[src/rtl/ts_packet_mux.sv]
// ts_packet_mux: round-robin multiplexer of N transport-stream sources onto one byte stream.
// Each granted packet is a header read from an external RAM followed by the channel's payload.
module ts_packet_mux #(
  parameter int          N_CH      = 4,
  parameter int          HDR_BYTES = 4,
  parameter int          PKT_BYTES = 188,
  parameter logic [7:0]  SYNC_BYTE = 8'h47,
  localparam int         CW        = (N_CH > 1) ? $clog2(N_CH) : 1,
  localparam int         HW        = (HDR_BYTES > 1) ? $clog2(HDR_BYTES) : 1
) (
  input  logic                 SYS_CLK,
  input  logic                 RST,
  input  logic [N_CH-1:0]      GOT_FULL_PACKET,
  input  logic [N_CH-1:0]      CH_ENABLE,
  input  logic [8*N_CH-1:0]    DATA_IN_BUS,
  output logic [CW+HW-1:0]     HDR_ADDR,
  input  logic [7:0]           HDR_BYTE,
  output logic [N_CH-1:0]      RD_REQ,
  input  logic                 OUT_READY,
  output logic [7:0]           DATA_OUT,
  output logic                 D_VALID_OUT,
  output logic                 SOP_OUT,
  output logic                 P_SYNC_OUT,
  output logic                 SYNC_ERR,
  output logic [1:0]           STATE_MON
);

  localparam logic [1:0]    S_IDLE    = 2'd0;
  localparam logic [1:0]    S_HEADER  = 2'd1;
  localparam logic [1:0]    S_PAYLOAD = 2'd2;
  localparam logic [7:0]    HDR_LAST  = 8'(HDR_BYTES - 1);
  localparam logic [7:0]    PKT_LAST  = 8'(PKT_BYTES - 1);
  localparam logic [CW-1:0] CH_LAST   = CW'(N_CH - 1);

  logic [1:0]      state_r;
  logic [CW-1:0]   chan_r;
  logic [CW-1:0]   rr_ptr_r;
  logic [7:0]      cnt_r;
  logic            sync_err_r;

  logic [N_CH-1:0] eligible_s;
  logic [CW-1:0]   grant_ch_s;
  logic [CW-1:0]   next_ptr_s;
  logic [7:0]      ch_byte_s;
  int              cand_s;

  assign eligible_s = GOT_FULL_PACKET & CH_ENABLE;
  assign next_ptr_s = (chan_r == CH_LAST) ? {CW{1'b0}} : (chan_r + CW'(1'b1));
  assign STATE_MON  = state_r;
  assign SYNC_ERR   = sync_err_r;

  // Round-robin pick: scan downward so the candidate closest to rr_ptr overwrites last.
  always_comb begin
    grant_ch_s = rr_ptr_r;
    cand_s     = 0;
    for (int i = N_CH - 1; i >= 0; i--) begin
      cand_s     = int'(rr_ptr_r) + i;
      cand_s     = (cand_s >= N_CH) ? (cand_s - N_CH) : cand_s;
      grant_ch_s = eligible_s[cand_s[CW-1:0]] ? cand_s[CW-1:0] : grant_ch_s;
    end
  end

  // Byte currently presented by the granted channel's show-ahead FIFO.
  always_comb begin
    ch_byte_s = 8'h00;
    for (int c = 0; c < N_CH; c++) begin
      ch_byte_s = (chan_r == CW'(c)) ? DATA_IN_BUS[8*c +: 8] : ch_byte_s;
    end
  end

  // Output stream and FIFO read strobe decode from the current state.
  always_comb begin
    DATA_OUT    = 8'h00;
    D_VALID_OUT = 1'b0;
    SOP_OUT     = 1'b0;
    P_SYNC_OUT  = 1'b0;
    RD_REQ      = {N_CH{1'b0}};
    HDR_ADDR    = {rr_ptr_r, {HW{1'b0}}};
    case (state_r)
      S_HEADER: begin
        HDR_ADDR    = {chan_r, cnt_r[HW-1:0]};
        DATA_OUT    = HDR_BYTE;
        D_VALID_OUT = 1'b1;
        SOP_OUT     = (cnt_r == 8'd0);
      end
      S_PAYLOAD: begin
        HDR_ADDR       = {chan_r, {HW{1'b0}}};
        DATA_OUT       = ch_byte_s;
        D_VALID_OUT    = 1'b1;
        P_SYNC_OUT     = (cnt_r == 8'd0);
        RD_REQ[chan_r] = OUT_READY;
      end
      default: begin
        HDR_ADDR = {rr_ptr_r, {HW{1'b0}}};
      end
    endcase
  end

  // Packet sequencer; a granted packet always runs to completion.
  always_ff @(posedge SYS_CLK or negedge RST) begin
    if (!RST) begin
      state_r  <= S_IDLE;
      chan_r   <= {CW{1'b0}};
      rr_ptr_r <= {CW{1'b0}};
      cnt_r    <= 8'd0;
    end else begin
      case (state_r)
        S_IDLE: begin
          if (|eligible_s) begin
            chan_r  <= grant_ch_s;
            cnt_r   <= 8'd0;
            state_r <= S_HEADER;
          end
        end
        S_HEADER: begin
          if (OUT_READY) begin
            if (cnt_r == HDR_LAST) begin
              cnt_r   <= 8'd0;
              state_r <= S_PAYLOAD;
            end else begin
              cnt_r <= cnt_r + 8'd1;
            end
          end
        end
        S_PAYLOAD: begin
          if (OUT_READY) begin
            if (cnt_r == PKT_LAST) begin
              cnt_r    <= 8'd0;
              rr_ptr_r <= next_ptr_s;
              state_r  <= S_IDLE;
            end else begin
              cnt_r <= cnt_r + 8'd1;
            end
          end
        end
        default: state_r <= S_IDLE;
      endcase
    end
  end

  // Flags a bad sync byte the cycle after payload byte 0 is accepted downstream.
  always_ff @(posedge SYS_CLK or negedge RST) begin
    if (!RST) begin
      sync_err_r <= 1'b0;
    end else begin
      sync_err_r <= (state_r == S_PAYLOAD) && (cnt_r == 8'd0) && OUT_READY && (ch_byte_s != SYNC_BYTE);
    end
  end

endmodule

[config.mk]
export PLATFORM = sky130hd
export DESIGN_NAME = ts_packet_mux
export DESIGN_NICKNAME = d
export VERILOG_FILES = /design/src/rtl/ts_packet_mux.sv
export SDC_FILE = /design/constraint.sdc
export NUM_CORES = 1
export LEC_CHECK = 0
export CAP_MARGIN = 40
export CORE_MARGIN = 5
export CORE_UTILIZATION = 41
export CTS_BUF_LIST = sky130_fd_sc_hd__clkbuf_16
export CTS_CLUSTER_DIAMETER = 100
export DETAILED_ROUTE_END_ITERATION = 12
export GPL_TIMING_DRIVEN = 0
export PLACE_DENSITY_LB_ADDON = 0.3
export SYNTH_ARGS = -nofsm -noshare
export SYNTH_HDL_FRONTEND = slang
export SYNTH_SLANG_ARGS = --single-unit
[constraint.sdc]
create_clock -name SYS_CLK -period 3.25 [get_ports SYS_CLK]
set_clock_uncertainty 0.2 [all_clocks]
set_input_delay 0.8125 -clock SYS_CLK [delete_from_list [all_inputs] [get_ports SYS_CLK]]
set_output_delay 0.8125 -clock SYS_CLK [all_outputs]
set_load 0.01 [all_outputs]
# --- After elaboration in Yosys (flattened, before gate mapping) ---
# Index checks and enable logic that the tools add are counted.
word_totals:
  out_inout_bits: 22
  rom_bits: 0
  regBits: 15
  n_memories: 0
  in_bits: 51
  wordCells: 94
  ramBits: 0
  latchBits: 0
classes:
  n_reduce_logical: 14
  muxes: 41
  div_mod_pow: 0
  bitwise_logic: 2
  n_eq_ne: 13
  addsub: 9
  n_shift: 0
  multipliers: 0
  magnitude_cmp: 10
ops:
  columns: ["cell", "n"]
  rows:
  - ["$mux W8", 9]
  - ["$mux W2", 14]
  - ["$pmux W8 S3", 1]
  - ["$pmux W8 S2", 1]
  - ["$lt A2 B3 Y1 const B", 5]
  - ["$ne A2 B2 Y1 const B", 5]
  - ["$ge A3 B3 Y1 const B", 3]
  - ["$add A8 B1 Y8 const B", 1]
  - ["$and A4 B4 Y4", 2]
  - ["$bmux W1 S2", 4]
  - ["$eq A8 B2 Y1 const B", 1]
  - ["$eq A8 B8 Y1 const B", 1]
  - ["$logic_not A8 Y1", 1]
  - ["$mux W1", 8]
  - ["$ne A8 B7 Y1 const B", 1]
  - ["$pmux W4 S2", 1]
  - ["$sub A2 B1 Y2 const B", 4]
  - ["$add A2 B2 Y3 const B", 2]
  - ["$eq A2 B2 Y1 const B", 3]
  - ["$pmux W2 S3", 1]
  - ["$reduce_and A5 Y1", 1]
  - ["$eq A2 B1 Y1 const B", 2]
  - ["$logic_and A1 B1 Y1", 4]
  - ["$logic_not A2 Y1", 2]
  - ["other kinds (12)", 12]

# --- Logic depth before layout (Yosys ltp) ---
# Gate-level depths: netlist (run 1).
logic_depth:
  ltp_word: 9
  ltp_mapped: 8
  ltp_nobuf: 7

# --- Least setup slack after synthesis (run 1) ---
# OpenSTA, ideal clock, no wires.
synth_path:
  path_kind: "reg2out"
  start: "reg chan_r[1]"
  end: "out DATA_OUT[6]"
  t_required_ps: 2237
  arrival_time_ps: 1621
  path_slack_ps: 616
  stages_incl_launch_ff: 8
  n_path_buf: 1
  cell_sequence: "dfrtp_1 > inv_1 > ha_1 > buf_2 > o21ai_0 > o221ai_1 > o2bb2a_1 > nor2b_1"
synth_between:
  elab_chain_len: 6
synth_lines:
  columns: ["element", "line", "rtl"]
  rows:
  - ["start, declared", "36", "logic [CW-1:0] chan_r;"]
  - ["start signal, assigned", "103", "chan_r <= {CW{1'b0}};"]
  - ["start signal, assigned", "110", "chan_r <= grant_ch_s;"]
  - ["$logic_not A2 Y1", "67", "ch_byte_s = (chan_r == CW'(c)) ? DATA_IN_BUS[8*c +: 8] : ch_byte_s;"]
  - ["$mux W8 (3 in a row)", "67", null]
  - ["$mux W8 (*)", "67", null]
  - ["$pmux W8 S2 (*)", "79", "case (state_r)"]
  - ["end, declared", "20", "output logic [7:0] DATA_OUT,"]
# Mark *: on every way between the ends. The rest lies on a longest branch, timed or not.

# --- Worst setup path after layout (run 1) ---
layout_path:
  start: "reg state_r[1] (netlist: STATE_MON[1])"
  end: "out HDR_ADDR[2]"
layout_between:
  elab_chain_len: 2
layout_lines:
  columns: ["element", "line", "rtl"]
  rows:
  - ["start, declared", "35", "logic [1:0] state_r;"]
  - ["start signal, assigned", "102", "state_r <= S_IDLE;"]
  - ["start signal, assigned", "112", "state_r <= S_HEADER;"]
  - ["start signal, assigned", "119", "state_r <= S_PAYLOAD;"]
  - ["$eq A2 B2 Y1 / $eq A2 B1 Y1 (equally long branches)", "79", null]
  - ["$pmux W4 S2 (*)", "79", null]
  - ["end, declared", "16", "output logic [CW+HW-1:0] HDR_ADDR,"]
# Marks and branches as above.

==> results.cfg, run 1 <==
[status]
status = complete, no violations

[yosys]
synth_cell_types = 54
synthCells = 188
syn-cell-area_um2 = 1480
ys.warnings.count = 0
ys_top_cells_by_area = dfrtp_1 (25%), ha_1 (7.6%), nand2_1 (6.3%), a22oi_1 (4.6%), nor2b_1 (4.2%)
synth_top_area_frac = 0.253
seq_area_frac_synth = 0.253
yosys_register_bits = 15
synth_fp_nets = 248
synth.largest_area_cell = dfrtp_1
synth_edf_count = 0
avgSynthCellArea_um2 = 7.89
async_flop_share = 1.00
synth_ff_type = dfrtp_1

[route]
drtAntennaViolNets = 0
drc = 0
wl_um = 5000
drt-vias-per-instance = 5.53
drt_iter0_drc = 113
first_pass_iters = 4
dr_total_vias = 1709
wl_per_cell_um = 16.2

[global_route]
grt_usage = 0.191
grt_max_degree = 16
first_global_vias = 1602
grt-ovfl-total = 0
grt_pass1_wl_um = 7780
antenna_found_initial = 0

[place]
dp_cells = 306
portBuffers = 72
hpwl_um = 3870
gp_congestion = 0.903

[finish]
fin_cells = 309
antenna_cells = 0
area_growth_pct = 60.0
mostFrequentLayoutCell = clkdlybuf4s50_1
final_cell_mix = clkdlybuf4s50_1 (64), nand2_1 (25), dfrtp_1 (14)
fill_cells = 283
drive_above_1_share = 0.129
nNetsFinal = 324

[floorplan]
design.die.area_um2 = 4920
die_x_um = 70.2
ios = 73
core.rowCount = 21
initial_core_util = 0.434
die_h_um = 70.2
fp.coreArea_um2 = 3420

[sta]
tightest_slew_ns = 0.727
post-route-period-util = 0.982
slew_viol_final = 0
slew_headroom = 0.514
finalHoldViolCount = 0
rsz0062_at_grt = false
setup_viol_count_final = 0
fmax_ghz = 0.313
finalCriticalPeriod_ns = 3.19
hold_ws_ns = 0.336

[clock_network]
path_clk_slew_ns = 0.05
root_buffer = clkbuf_16
cts_buffers = 3
cts.htree.levels = 1
clk_latency_ns = 0.24
clock-sinks = 15
cts_setup_buffers = 0
cts_buffer_depth = 2
cts_tree = yes
cts_hold_buf = 0

[worst_setup_path]
critPathMaxFanout = 10
required_ns = 2.24
start_kind = flop
end_kind = output port
critPathArrivalTime_ns = 2.18
criticalPathCategory = flop to output port

[pwr]
pwr_density_cell_nw_per_um2 = 768
p_leak_nw = 0.982
ir_drop_uv = 400

[worst_hold_path]
hp-class = flop to flop

[job]
drv_cap = 0
cell usage after synthesis (2+ instances only):
| cell | number |
|---|---|
| nand2_1 | 25 |
| dfrtp_1 | 15 |
| inv_1 | 11 |
| nor2b_1 | 10 |
| a21oi_1 | 9 |
| a22oi_1 | 9 |
| ha_1 | 9 |
| o21ai_1 | 9 |
| nand3_1 | 7 |
| nor2_1 | 7 |
| o21ai_0 | 5 |
| o22ai_1 | 5 |
| a211oi_1 | 4 |
| and2_1 | 4 |
| and3_1 | 4 |
| clkbuf_1 | 4 |
| nand3b_1 | 4 |
| mux2_1 | 3 |
| a22o_1 | 2 |
| a41oi_1 | 2 |
| nand2b_1 | 2 |
| nand4_1 | 2 |
| nor3_1 | 2 |
| o211ai_1 | 2 |
| o221a_2 | 2 |
| o31ai_1 | 2 |
flip-flops by register name, summed over array words and instances (netlist names):
signal,count
cnt_r,8
STATE_MON,2
chan_r,2
SYNC_ERR,1
rr_ptr_r,2
layer usage:
metal	vias up	share of wire	GRT usage
met3	10	0.074	0.0373
li1	842	-	-
met4	0	0.017	0.0511
met2	73	0.44	0.293
met1	784	0.46	0.273
met5	-	0	0
repair_timing:
| action | in CTS | in global routing |
|---|---|---|
| pin swaps | 0 | 2 |
| endpoints found under the setup margin | 14 | 7 |
| gates resized for setup | 19 | 17 |
power breakdown:
part / total (mW) / switching (mW) / internal, mW
Combinational: 1.31 / 0.694 / 0.619
Sequential: 0.271 / 0.0457 / 0.226
Clock: 0.241 / 0.0768 / 0.164
Total: 1.82 / 0.816 / 1.01
stage by stage:
stage / total power [mW] / utilization / area, um^2 / setup slack [ns] / setup TNS, ns
3_5_place_dp: 1.53 / 0.662 / 2260 / -0.421 / -1.39
5_1_grt: 1.96 / 0.695 / 2370 / 0.000774 / 0
2_1_floorplan: 1.06 / - / 1480 / 0.616 / 0
6_report: 1.82 / 0.695 / 2370 / 0.0571 / 0
3_3_place_gp: 1.51 / 0.662 / 2260 / -0.403 / -1.28
4_1_cts: 1.76 / 0.686 / 2340 / 0.00610 / 0
kinds of logic after synthesis:
kind of cell | share of synthesized area
simple gates | 0.273
compound gates | 0.301
buf+inv | 0.0548
flops | 0.253
fa+ha+maj | 0.0759
mux | 0.0304
xor+xnor | 0.0118
critical path: stages, from the launching register on:
cell and delay [ns]:
dfrtp_1 0.39, inv_1 0.08, ha_2 0.42, buf_2 0.24, nand2_1 0.07, o22ai_1 0.16, clkdlybuf4s50_1 0.58
final cells by class:
class / instances / area, um^2 / share of cell area
multi-input combinational: 154 / 1070 / 0.451
timing repair buffer: 72 / 699 / 0.295
sequential: 15 / 377 / 0.159
clock buffer: 3 / 75.1 / 0.0316
tap: 46 / 57.6 / 0.0242
inverter: 12 / 48.8 / 0.0205
buffer: 6 / 41.3 / 0.0174
clock inverter: 1 / 5.00 / 0.00211
worst paths after layout:
kind,start,end,slack [ns],cells past startpoint
setup / recovery,STATE_MON[1],HDR_ADDR[2],0.06,6
setup reg to reg,chan_r[0],SYNC_ERR,0.77,6
min in group asynchronous,RST,STATE_MON[0],0.80,1
max in group asynchronous,RST,chan_r[1],1.54,1
hold / removal,cnt_r[5],cnt_r[5],0.34,1
hold reg to reg,cnt_r[5],cnt_r[5],0.34,1
(Power assumes the default switching activity.)
==> inputs of run 2 (changes only) <==
--- a/constraint.sdc
+++ b/constraint.sdc
@@ -4,2 +4,2 @@
 set_output_delay 0.8125 -clock SYS_CLK [all_outputs]
-set_load 0.01 [all_outputs]
+set_load 0.02 [all_outputs]
==> run 2 against run 1 <==
- maximum frequency increased by 0.91%
- sequential power about the same
- sequential share of layout area increased by 0.13 points
- via count increased by 0.76%
- flip-flop and latch count unchanged
- final area decreased by 0.84%
- setup slack improved by 0.029 ns
- critical path depth unchanged
- global-route usage unchanged
- die area unchanged
- combinational power increased by 3%
- critical path type is now input port to output port
- largest power group unchanged
==> results.cfg, run 2 (synthesis results as in run 1) <==
[status]
status = complete, no violations

[sta]
finalCriticalPeriod_ns = 3.16
tightest_slew_ns = 0.730
setup_viol_count_final = 0
rsz0062_at_grt = true
fmax_ghz = 0.316
finalHoldViolCount = 0
post-route-period-util = 0.974
slew_viol_final = 0
slew_headroom = 0.512

[pwr]
power_switching_share = 0.471
intPower_mw = 0.988
ir_drop_uv = 416
p_seq_frac = 0.146
pwr_density_cell_nw_per_um2 = 793
power_switching_mw = 0.879
p_leak_nw = 1.00
p_clk_frac = 0.128
comb_power_share = 0.726

[route]
wl_per_cell_um = 15.9
drtAntennaViolNets = 0
drc = 0
highest_layer = met4
wl_met1_um = 2320
dr_total_vias = 1722
route.met3.wl_um = 347
drt_iter0_drc = 96
drt-vias-per-instance = 5.57
wl_um = 4910
dr_wl_met2_um = 2160
first_pass_iters = 4

[finish]
design_area_um2 = 2350
fin_cells = 309
antenna_cells = 0
top_register = cnt_r
nNetsFinal = 324
largest_register_ffs = 8
area_growth_pct = 58.7
final_cell_mix = clkdlybuf4s50_1 (61), nand2_1 (25), dfrtp_1 (14)
drive_above_1_share = 0.118
fill_cells = 287
mostFrequentLayoutCell = clkdlybuf4s50_1

[global_route]
grt_pass1_wl_um = 7780
grt_max_degree = 16
first_global_vias = 1602
grt-ovfl-total = 0
grt_usage = 0.191
antenna_found_initial = 0

[clock_network]
cts_buffer_depth = 2
clock-sinks = 15
path_clk_slew_ns = 0.05
clk_latency_ns = 0.24
cts.htree.levels = 1
root_buffer = clkbuf_16
cts_hold_buf = 0
cts_tree = yes
cts_buffers = 3

[floorplan]
die_h_um = 70.2
core.rowCount = 21
design.die.area_um2 = 4920
ios = 73
fp.coreArea_um2 = 3420
die_x_um = 70.2
initial_core_util = 0.434

[place]
hpwl_um = 3870
portBuffers = 72
dp_cells = 306
postPlaceCellArea_um2 = 2260
gp_congestion = 0.903

[worst_setup_path]
criticalPathCategory = input port to output port
end_kind = output port
start_kind = input port
critPathArrivalTime_ns = 2.15
critPathMaxFanout = 2
required_ns = 2.24

[job]
drv_cap = 0

[worst_hold_path]
hp-class = flop to flop
-- run 2: changes by cell type in the layout (fill, tap and decap cells not counted), sizes merged --
cell | previous run | this run
clkdlybuf4s50 | 64 | 61
clkbuf | 8 | 12
buf | 4 | 2
dlymetal6s2s | 0 | 1
-- run 2: cell type report --
| class | count | area [um^2] | area share |
|---|---|---|---|
| Multi-Input combinational cell | 154 | 1060 | 0.450 |
| Timing Repair Buffer | 72 | 694 | 0.295 |
| Sequential cell | 15 | 377 | 0.160 |
| Clock buffer | 3 | 75.1 | 0.0319 |
| Tap cell | 46 | 57.6 | 0.0244 |
| Inverter | 12 | 48.8 | 0.0207 |
| Buffer | 6 | 38.8 | 0.0165 |
| Clock inverter | 1 | 5.00 | 0.00213 |
-- run 2: path summary, 6_finish.rpt --
path / start / to / slack, ns / cells past startpoint
worst min-delay path: rr_ptr_r[0] / rr_ptr_r[0] / 0.33 / 2
max in group asynchronous: RST / chan_r[1] / 1.53 / 1
worst min register to register: rr_ptr_r[0] / rr_ptr_r[0] / 0.33 / 2
min in group asynchronous: RST / STATE_MON[0] / 0.81 / 1
worst max register to register: chan_r[0] / SYNC_ERR / 0.77 / 6
worst max-delay path: DATA_IN_BUS[12] / DATA_OUT[4] / 0.09 / 6
-- run 2: repair_timing --
action,in CTS,in global routing
endpoints found under the hold margin,0,0
pin swaps,0,1
buffers inserted,0,0
setup endpoints to repair,14,8
resized for setup,23,14
-- run 2: metal layers --
metal,GRT usage,vias to the layer above
met5,0,-
met4,0.0511,0
met3,0.0373,10
met2,0.293,68
met1,0.273,797
li1,-,847
-- run 2: worst max-delay path, cell delays in order --
cell             delay [ns]
clkdlybuf4s50_1        0.48
a21oi_2                0.06
a21oi_1                0.23
a22oi_1                0.10
nor2b_1                0.13
dlygate4sd2_1          0.34
-- run 2: power groups by stage --
stage | clock network, mW | registers [mW] | logic (mW)
after floorplan | 0 | 0.278 | 0.862
after global routing | 0.254 | 0.279 | 1.47
after detailed placement | 0 | 0.272 | 1.33
after CTS | 0.245 | 0.269 | 1.32
after global placement | 0 | 0.270 | 1.31
final | 0.239 | 0.273 | 1.35
-- run 2: per-stage QoR --
step | setup TNS, ns | util | power [mW] | setup WS, ns | hold WS (ns)
5_1_grt | -0.0295 | 0.689 | 2.01 | -0.0114 | 0.362
3_5_place_dp | -1.93 | 0.662 | 1.61 | -0.489 | 0.320
3_3_place_gp | -1.81 | 0.662 | 1.58 | -0.471 | 0.311
6_report | 0 | 0.689 | 1.87 | 0.0858 | 0.332
2_1_floorplan | 0 | - | 1.14 | 0.488 | 0.280
4_1_cts | 0 | 0.685 | 1.83 | 0.00980 | 0.333
==> patch 1 (settings of run 1) <==
Make the reset (`RST`) synchronous in 2 clocked blocks.
--- a/src/rtl/ts_packet_mux.sv
+++ b/src/rtl/ts_packet_mux.sv
@@ -97,7 +97,7 @@
   end
 
   // Packet sequencer; a granted packet always runs to completion.
-  always_ff @(posedge SYS_CLK or negedge RST) begin
+  always_ff @(posedge SYS_CLK) begin
     if (!RST) begin
       state_r  <= S_IDLE;
       chan_r   <= {CW{1'b0}};
@@ -139,7 +139,7 @@
   end
 
   // Flags a bad sync byte the cycle after payload byte 0 is accepted downstream.
-  always_ff @(posedge SYS_CLK or negedge RST) begin
+  always_ff @(posedge SYS_CLK) begin
     if (!RST) begin
       sync_err_r <= 1'b0;
     end else begin
Check against the original RTL: differs if RST is asserted again (counterexample within 4 cycles, from zero or initial values and one cycle with RST low); with RST held inactive, the same outputs for 10 cycles.
==> patch 1 against run 1 <==
  * Combinational power fell by 42%
  * Critical path depth unchanged
  * Synthesized area is 11% higher
  * Setup slack improved by 0.015 ns
  * Cell area grew 6.0%
  * Sequential share of layout area decreased by 3.9 points
  * Sequential cell count stayed put
  * Utilization decreased by 5.7 points
  * Total power fell by 33%
  * Routed wire length grew 7.6%
==> patch 1: results (changes against run 1) <==
- The first-pass GRT wire length came to 8220 um (+5.7%).
- In this design, the largest share of critical-path delay is due to buffers and inverters.
- The total wire length after detailed routing is 5370 um (+7.6%).
- The sequential share of the synthesized area is 0.182 (-0.0707).
- The maximum number of pins on one net before global-route repair is 11 (-5).
- The CTS buffer count is 3 (unchanged).
- The detailed router's first-iteration violation count is 83 (-27%).
- The quantity of hold-fixing buffers added after cts came to 0 (unchanged).
- The largest fanout on the critical path was 2 (-8).
- The static leakage is 0.977 nW (-0.45%).
- The maximum clock insertion buffer count is 2 (unchanged).
- The fraction of registers with async set or reset after synthesis is 0 (-1.00).
- The fraction of final layout cells with drive strength greater than 1 is 0.135 (+0.00614).
- The standard cell with the maximum stage delay on the critical path is clkdlybuf4s50_1.
- The total inserted antenna cells is 0 (unchanged).
- The clock-pin slew reported for the worst setup and hold paths after clock tree synthesis came to 0.05 ns (about the same).
- The flow ran to the end, and the final reports show no timing, DRC or antenna violations.
- The startpoint identified for the worst register-to-register timing path is STATE_MON[1].
- The flip-flop count of the largest register, all copies and words added is 8 (unchanged).
- The biggest cell delay along the critical path is 0.45 ns (-0.13 ns).
- The post-layout net count is 349 (+7.7%).
- The first element of the critical path is DATA_IN_BUS[4].
- After synthesis, the cell types taking the most area are dfxtp_1 18%, ha_1 6.8%, nand2_1 6.8%.
- The clock latency at the later pin of the worst-skew pair is 0.25 ns.
- The number of I/O port buffers is 71 (-1.4%).
- The number of global-route vias before repair came to 1745 (+8.9%).
- The top register by number of flip-flops is cnt_r.
- The total instance count after detailed placement is 337 (+10%).
- Data on the critical path arrives at its endpoint at 2.17 ns.
- The average vias per placed instance is 5.76 (+4.2%).
- The all-layer global routing usage is 0.194 (+0.00302).
- The number of nets produced by synthesis is 276 (+11%).
- The startpoint of the lowest-slack hold path is STATE_MON[0].
- The detailed placement HPWL is 4060 um (+5.1%).
- The path class of the tightest hold or removal check is flip-flop to flip-flop.
- The post-synthesis instance total is 216 (+15%).
- The number of different library cells in the post-synthesis netlist is 58 (+7.4%).
- The clock root buffer is clkbuf_16.
- The final-layout fill cell count came to 372 (+31%).
- The final weighted congestion in routability-driven placement was 0.864 (-4.3%).
- The per-cell routed wire length is 15.9 um (-1.7%).
- The worst ir drop on vdd is 0.000475 V (+19%).
- The depth of the CTS H-tree is 1 (unchanged).
- The slew at the pin closest to its max-slew limit was 0.540 ns (-0.187 ns).
- By count the netlist is led by 30 x nand2_1, 17 x a21oi_1, 15 x dfxtp_1.
- The primary flip-flop cell chosen by synthesis mapping is dfxtp_1.
- The Yosys warning count is 0 (unchanged).
- The initial antenna violation count came to 0 (unchanged).
- The detailed-routing iteration count for the pre-antenna-repair pass came to 5 (+1).
## patch 1: cells by family (layout without fill, tap and decap cells)
| group | Yosys count | after routing | share of synthesized area |
|---|---|---|---|
| DFF | 15 | 15 | 0.182 |
| AOI/OAI and AO/OA | 72 | 72 | 0.346 |
| buffers and inverters | 27 | 99 | 0.0706 |
| muxes | 6 | 6 | 0.0364 |
| adders and majority gates | 9 | 9 | 0.0683 |
| and+or+nand+nor | 87 | 87 | 0.296 |
## patch 1: layout make-up
cell class	count	share of cell area
plain buffers	11	0.0244
inverters	13	0.0194
well taps	50	0.0249
clock buffers	3	0.0298
clock inverters	1	0.00199
multi-input cells	174	0.505
repair buffers	71	0.275
flip-flops and latches	15	0.119
## patch 1: where the power goes
part           switching, mW  total (mW)  internal (mW)  leakage (nW)
logic                  0.399       0.758          0.359         0.815
registers             0.0185       0.220          0.202         0.122
clock network         0.0817       0.246          0.165        0.0409
## patch 1: metal layers
metal  wire length (um)  up-vias  GRT usage
met5                  0        -          0
met4                103        0     0.0805
met3                376        7     0.0260
met2               2330       71      0.305
met1               2570      917      0.267
li1                   -      953          -
## patch 1: tightest hold or removal path: stages, from the launching register on
cell,delay [ns]
dfxtp_1,0.33
nand2_1,0.06
mux2i_1,0.05
## patch 1: timing repair
action / CTS / global route
setup buffers: 0 / 0
endpoints found under the hold margin: 0 / 0
pin swaps: 2 / 1
endpoints found under the setup margin: 9 / 3
gates resized for setup: 19 / 5
## patch 1: final timing paths
check / to / slack (ns) / cells after the start
worst max-delay path: DATA_OUT[4] / 0.07 / 6
worst min register to register: STATE_MON[0] / 0.30 / 2
worst min-delay path: STATE_MON[0] / 0.30 / 2
worst max register to register: cnt_r[3] / 0.94 / 7
## patch 1: through the flow
step                hold WS, ns  TNS (ns)  instance area [um^2]  worst slack, ns
finish                    0.297         0                  2520           0.0717
CTS                       0.299         0                  2520           0.0468
detailed placement        0.290     -1.77                  2420           -0.326
global placement          0.282     -1.66                  2420           -0.315
global route              0.340  -0.00550                  2520         -0.00550
floorplan                 0.247         0                  1650            0.628
==> patch 2 (settings of run 1) <==
Made on the original files. Change the parameter `PKT_BYTES` from 188 to 141.
--- a/src/rtl/ts_packet_mux.sv
+++ b/src/rtl/ts_packet_mux.sv
@@ -3,7 +3,7 @@
 module ts_packet_mux #(
   parameter int          N_CH      = 4,
   parameter int          HDR_BYTES = 4,
-  parameter int          PKT_BYTES = 188,
+  parameter int          PKT_BYTES = 141,
   parameter logic [7:0]  SYNC_BYTE = 8'h47,
   localparam int         CW        = (N_CH > 1) ? $clog2(N_CH) : 1,
   localparam int         HW        = (HDR_BYTES > 1) ? $clog2(HDR_BYTES) : 1
Formal check against the unedited RTL: no difference found for any inputs over 10 cycles, from zero or initial values and one cycle with RST low; that may be too few to reach the edited logic, so the function may still have changed.
==> patch 2 against run 1 <==
  * Synthesized cell count rose by 2.7%
  * Total power rose by 14%
  * Synthesized area rose by 0.42%
  * Via count rose by 4.6%
  * Cell area rose by 6.6%
  * First-iteration DRC count fell by 40%
  * Setup slack got worse by 0.039 ns
  * Critical endpoint is now DATA_OUT[0]
  * Utilization rose by 1.2 points
  * Routed wire length rose by 5.5%
  * Non-clock buffer count rose by 9
  * Sequential cell count did not move
  * Highest routed layer unchanged
==> patch 2: results (changes against run 1) <==
- The all-layer global routing usage is 0.208 (+0.0169).
- The Yosys warning count came to 0 (unchanged).
- The total inserted antenna cells was 0 (unchanged).
- The worst ir drop on vdd is 0.000589 V (+47%).
- The largest fanout on the critical path is 2 (-8).
- The kind of cell adding the most delay to the critical path is buffers and inverters.
- The number of I/O port buffers is 72 (unchanged).
- Clock latency on the worst-skew pair, taken at its later pin, is 0.25 ns.
- The detailed placement HPWL is 3910 um (+1.2%).
- The top register by number of flip-flops is cnt_r.
- The per-cell routed wire length is 16.3 um (+0.64%).
- The met3 usage in global routing is 0.0460 (+0.00874).
- The global-route track usage on met1 is 0.264 (-0.00964).
- The post-synthesis compound-gate area fraction is 0.306 (+0.00545).
- By area the synthesized netlist is led by dfrtp_1 25%, ha_1 7.6%, o21ai_0 6.4%.
- The total placed instance area came to 2270 um^2 (+0.39%).
- The worst max-slew margin expressed relative to the limit is 0.538 (+0.0244).
- The number of global-route vias before repair is 1733 (+8.2%).
- The static leakage is 1.02 nW (+3.5%).
- The total instance count after detailed placement came to 313 (+2.3%).
- The global routing met2 resource utilization came to 0.361 (+0.0679).
- The average vias per placed instance is 5.52 (-0.22%).
- The number of nets produced by synthesis is 253 (+2.0%).
- The commonest cells after synthesis are 23 x nand2_1, 19 x o21ai_0, 15 x dfrtp_1.
- The sequential share of the synthesized area was 0.252 (-0.00106).
- The clock-pin slew reported for the worst setup and hold paths after clock tree synthesis is 0.05 ns (about the same).
- The flip-flop count of the largest register, all copies and words added is 8 (unchanged).
- The data arrival time of the critical path is 2.22 ns (+0.04 ns).
- The fraction of final layout cells with drive strength greater than 1 is 0.170 (+0.0410).
- The adder-cell area share of the yosys netlist is 0.0756 (-0.000319).
- The post-synthesis instance total came to 193 (+2.7%).
- The number of different library cells in the post-synthesis netlist is 47 (-13%).
- The maximum number of pins on one net before global-route repair came to 16 (unchanged).
- The depth of the CTS H-tree was 1 (unchanged).
- The type of the most critical hold path is flip-flop to flip-flop.
- The buffers inserted during post-CTS setup optimization is 2 (+2).
- The fraction of registers with async set or reset after synthesis is 1.00 (unchanged).
- The count of vias placed by the detailed router came to 1788 (+4.6%).
- The clock root buffer is clkbuf_16.
- The share of synthesized area spent on multiplexers was 0.0176 (-0.0127).
- The CTS buffer count is 3 (unchanged).
- The biggest cell delay along the critical path came to 0.42 ns (-0.16 ns).
- The final weighted congestion in routability-driven placement is 0.830 (-8.2%).
- The maximum clock insertion buffer count was 2 (unchanged).
- The initial antenna violation count came to 0 (unchanged).
- The flow ran to the end, and the final reports show no timing, DRC or antenna violations.
- The detailed router's first-iteration violation count was 68 (-40%).
- The post-cts repair resize count was 26 (+7).
- The first-pass GRT wire length was 8360 um (+7.4%).
- The post-layout net count is 337 (+4.0%).
- The worst-case setup slack after placement is -0.342 ns (+0.0791 ns).
- The xor/xnor share of the synthesized area was 0 (-0.0118).
[patch 2: changes by cell type after synthesis, moves of 3 or more]
| cell | change |
|---|---|
| o21ai_0 | +14 |
| o21ai_1 | -9 |
| a221oi_1 | +4 |
| nor3_1 | +4 |
| a211oi_1 | -3 |
| mux2_1 | -3 |
| nand2b_1 | +3 |
| nand3_1 | +3 |
| nand3b_1 | -3 |
[patch 2: final cells by class]
class	count	area, um^2
clock inverters	1	3.75
clock buffers	3	75.1
inverters	11	45.0
multi-input cells	159	1130
plain buffers	8	68.8
well taps	48	60.1
flip-flops and latches	15	375
repair buffers	79	774
fillers	285	1050
[patch 2: report_power, final]
| group | leakage [nW] | switching (mW) | internal, mW | total, mW |
|---|---|---|---|---|
| Sequential | 0.190 | 0.0479 | 0.227 | 0.275 |
| Clock | 0.0423 | 0.0761 | 0.163 | 0.239 |
| Combinational | 0.784 | 0.788 | 0.776 | 1.56 |
| Total | 1.02 | 0.912 | 1.17 | 2.08 |
[patch 2: logic make-up after synthesis]
| kind of cell | Yosys count |
|---|---|
| simple gates | 81 |
| compound gates | 67 |
| buf+inv | 19 |
| flops | 15 |
| fa+ha+maj | 9 |
| mux | 2 |
[patch 2: final timing paths]
path	startpoint	to	slack, ns	cells after the start
min in group asynchronous	RST	cnt_r[6]	0.78	1
worst max-delay path	DATA_IN_BUS[8]	DATA_OUT[0]	0.02	6
worst min register to register	cnt_r[7]	cnt_r[7]	0.37	2
max in group asynchronous	RST	rr_ptr_r[1]	1.63	1
worst min-delay path	cnt_r[7]	cnt_r[7]	0.37	2
worst max register to register	chan_r[0]	SYNC_ERR	0.99	7
[patch 2: layer usage]
layer / share of wire / vias to the layer above
met5: 0 / -
li1: - / 888
met1: 0.41 / 819
met3: 0.073 / 6
met2: 0.51 / 75
met4: 0.0087 / 0
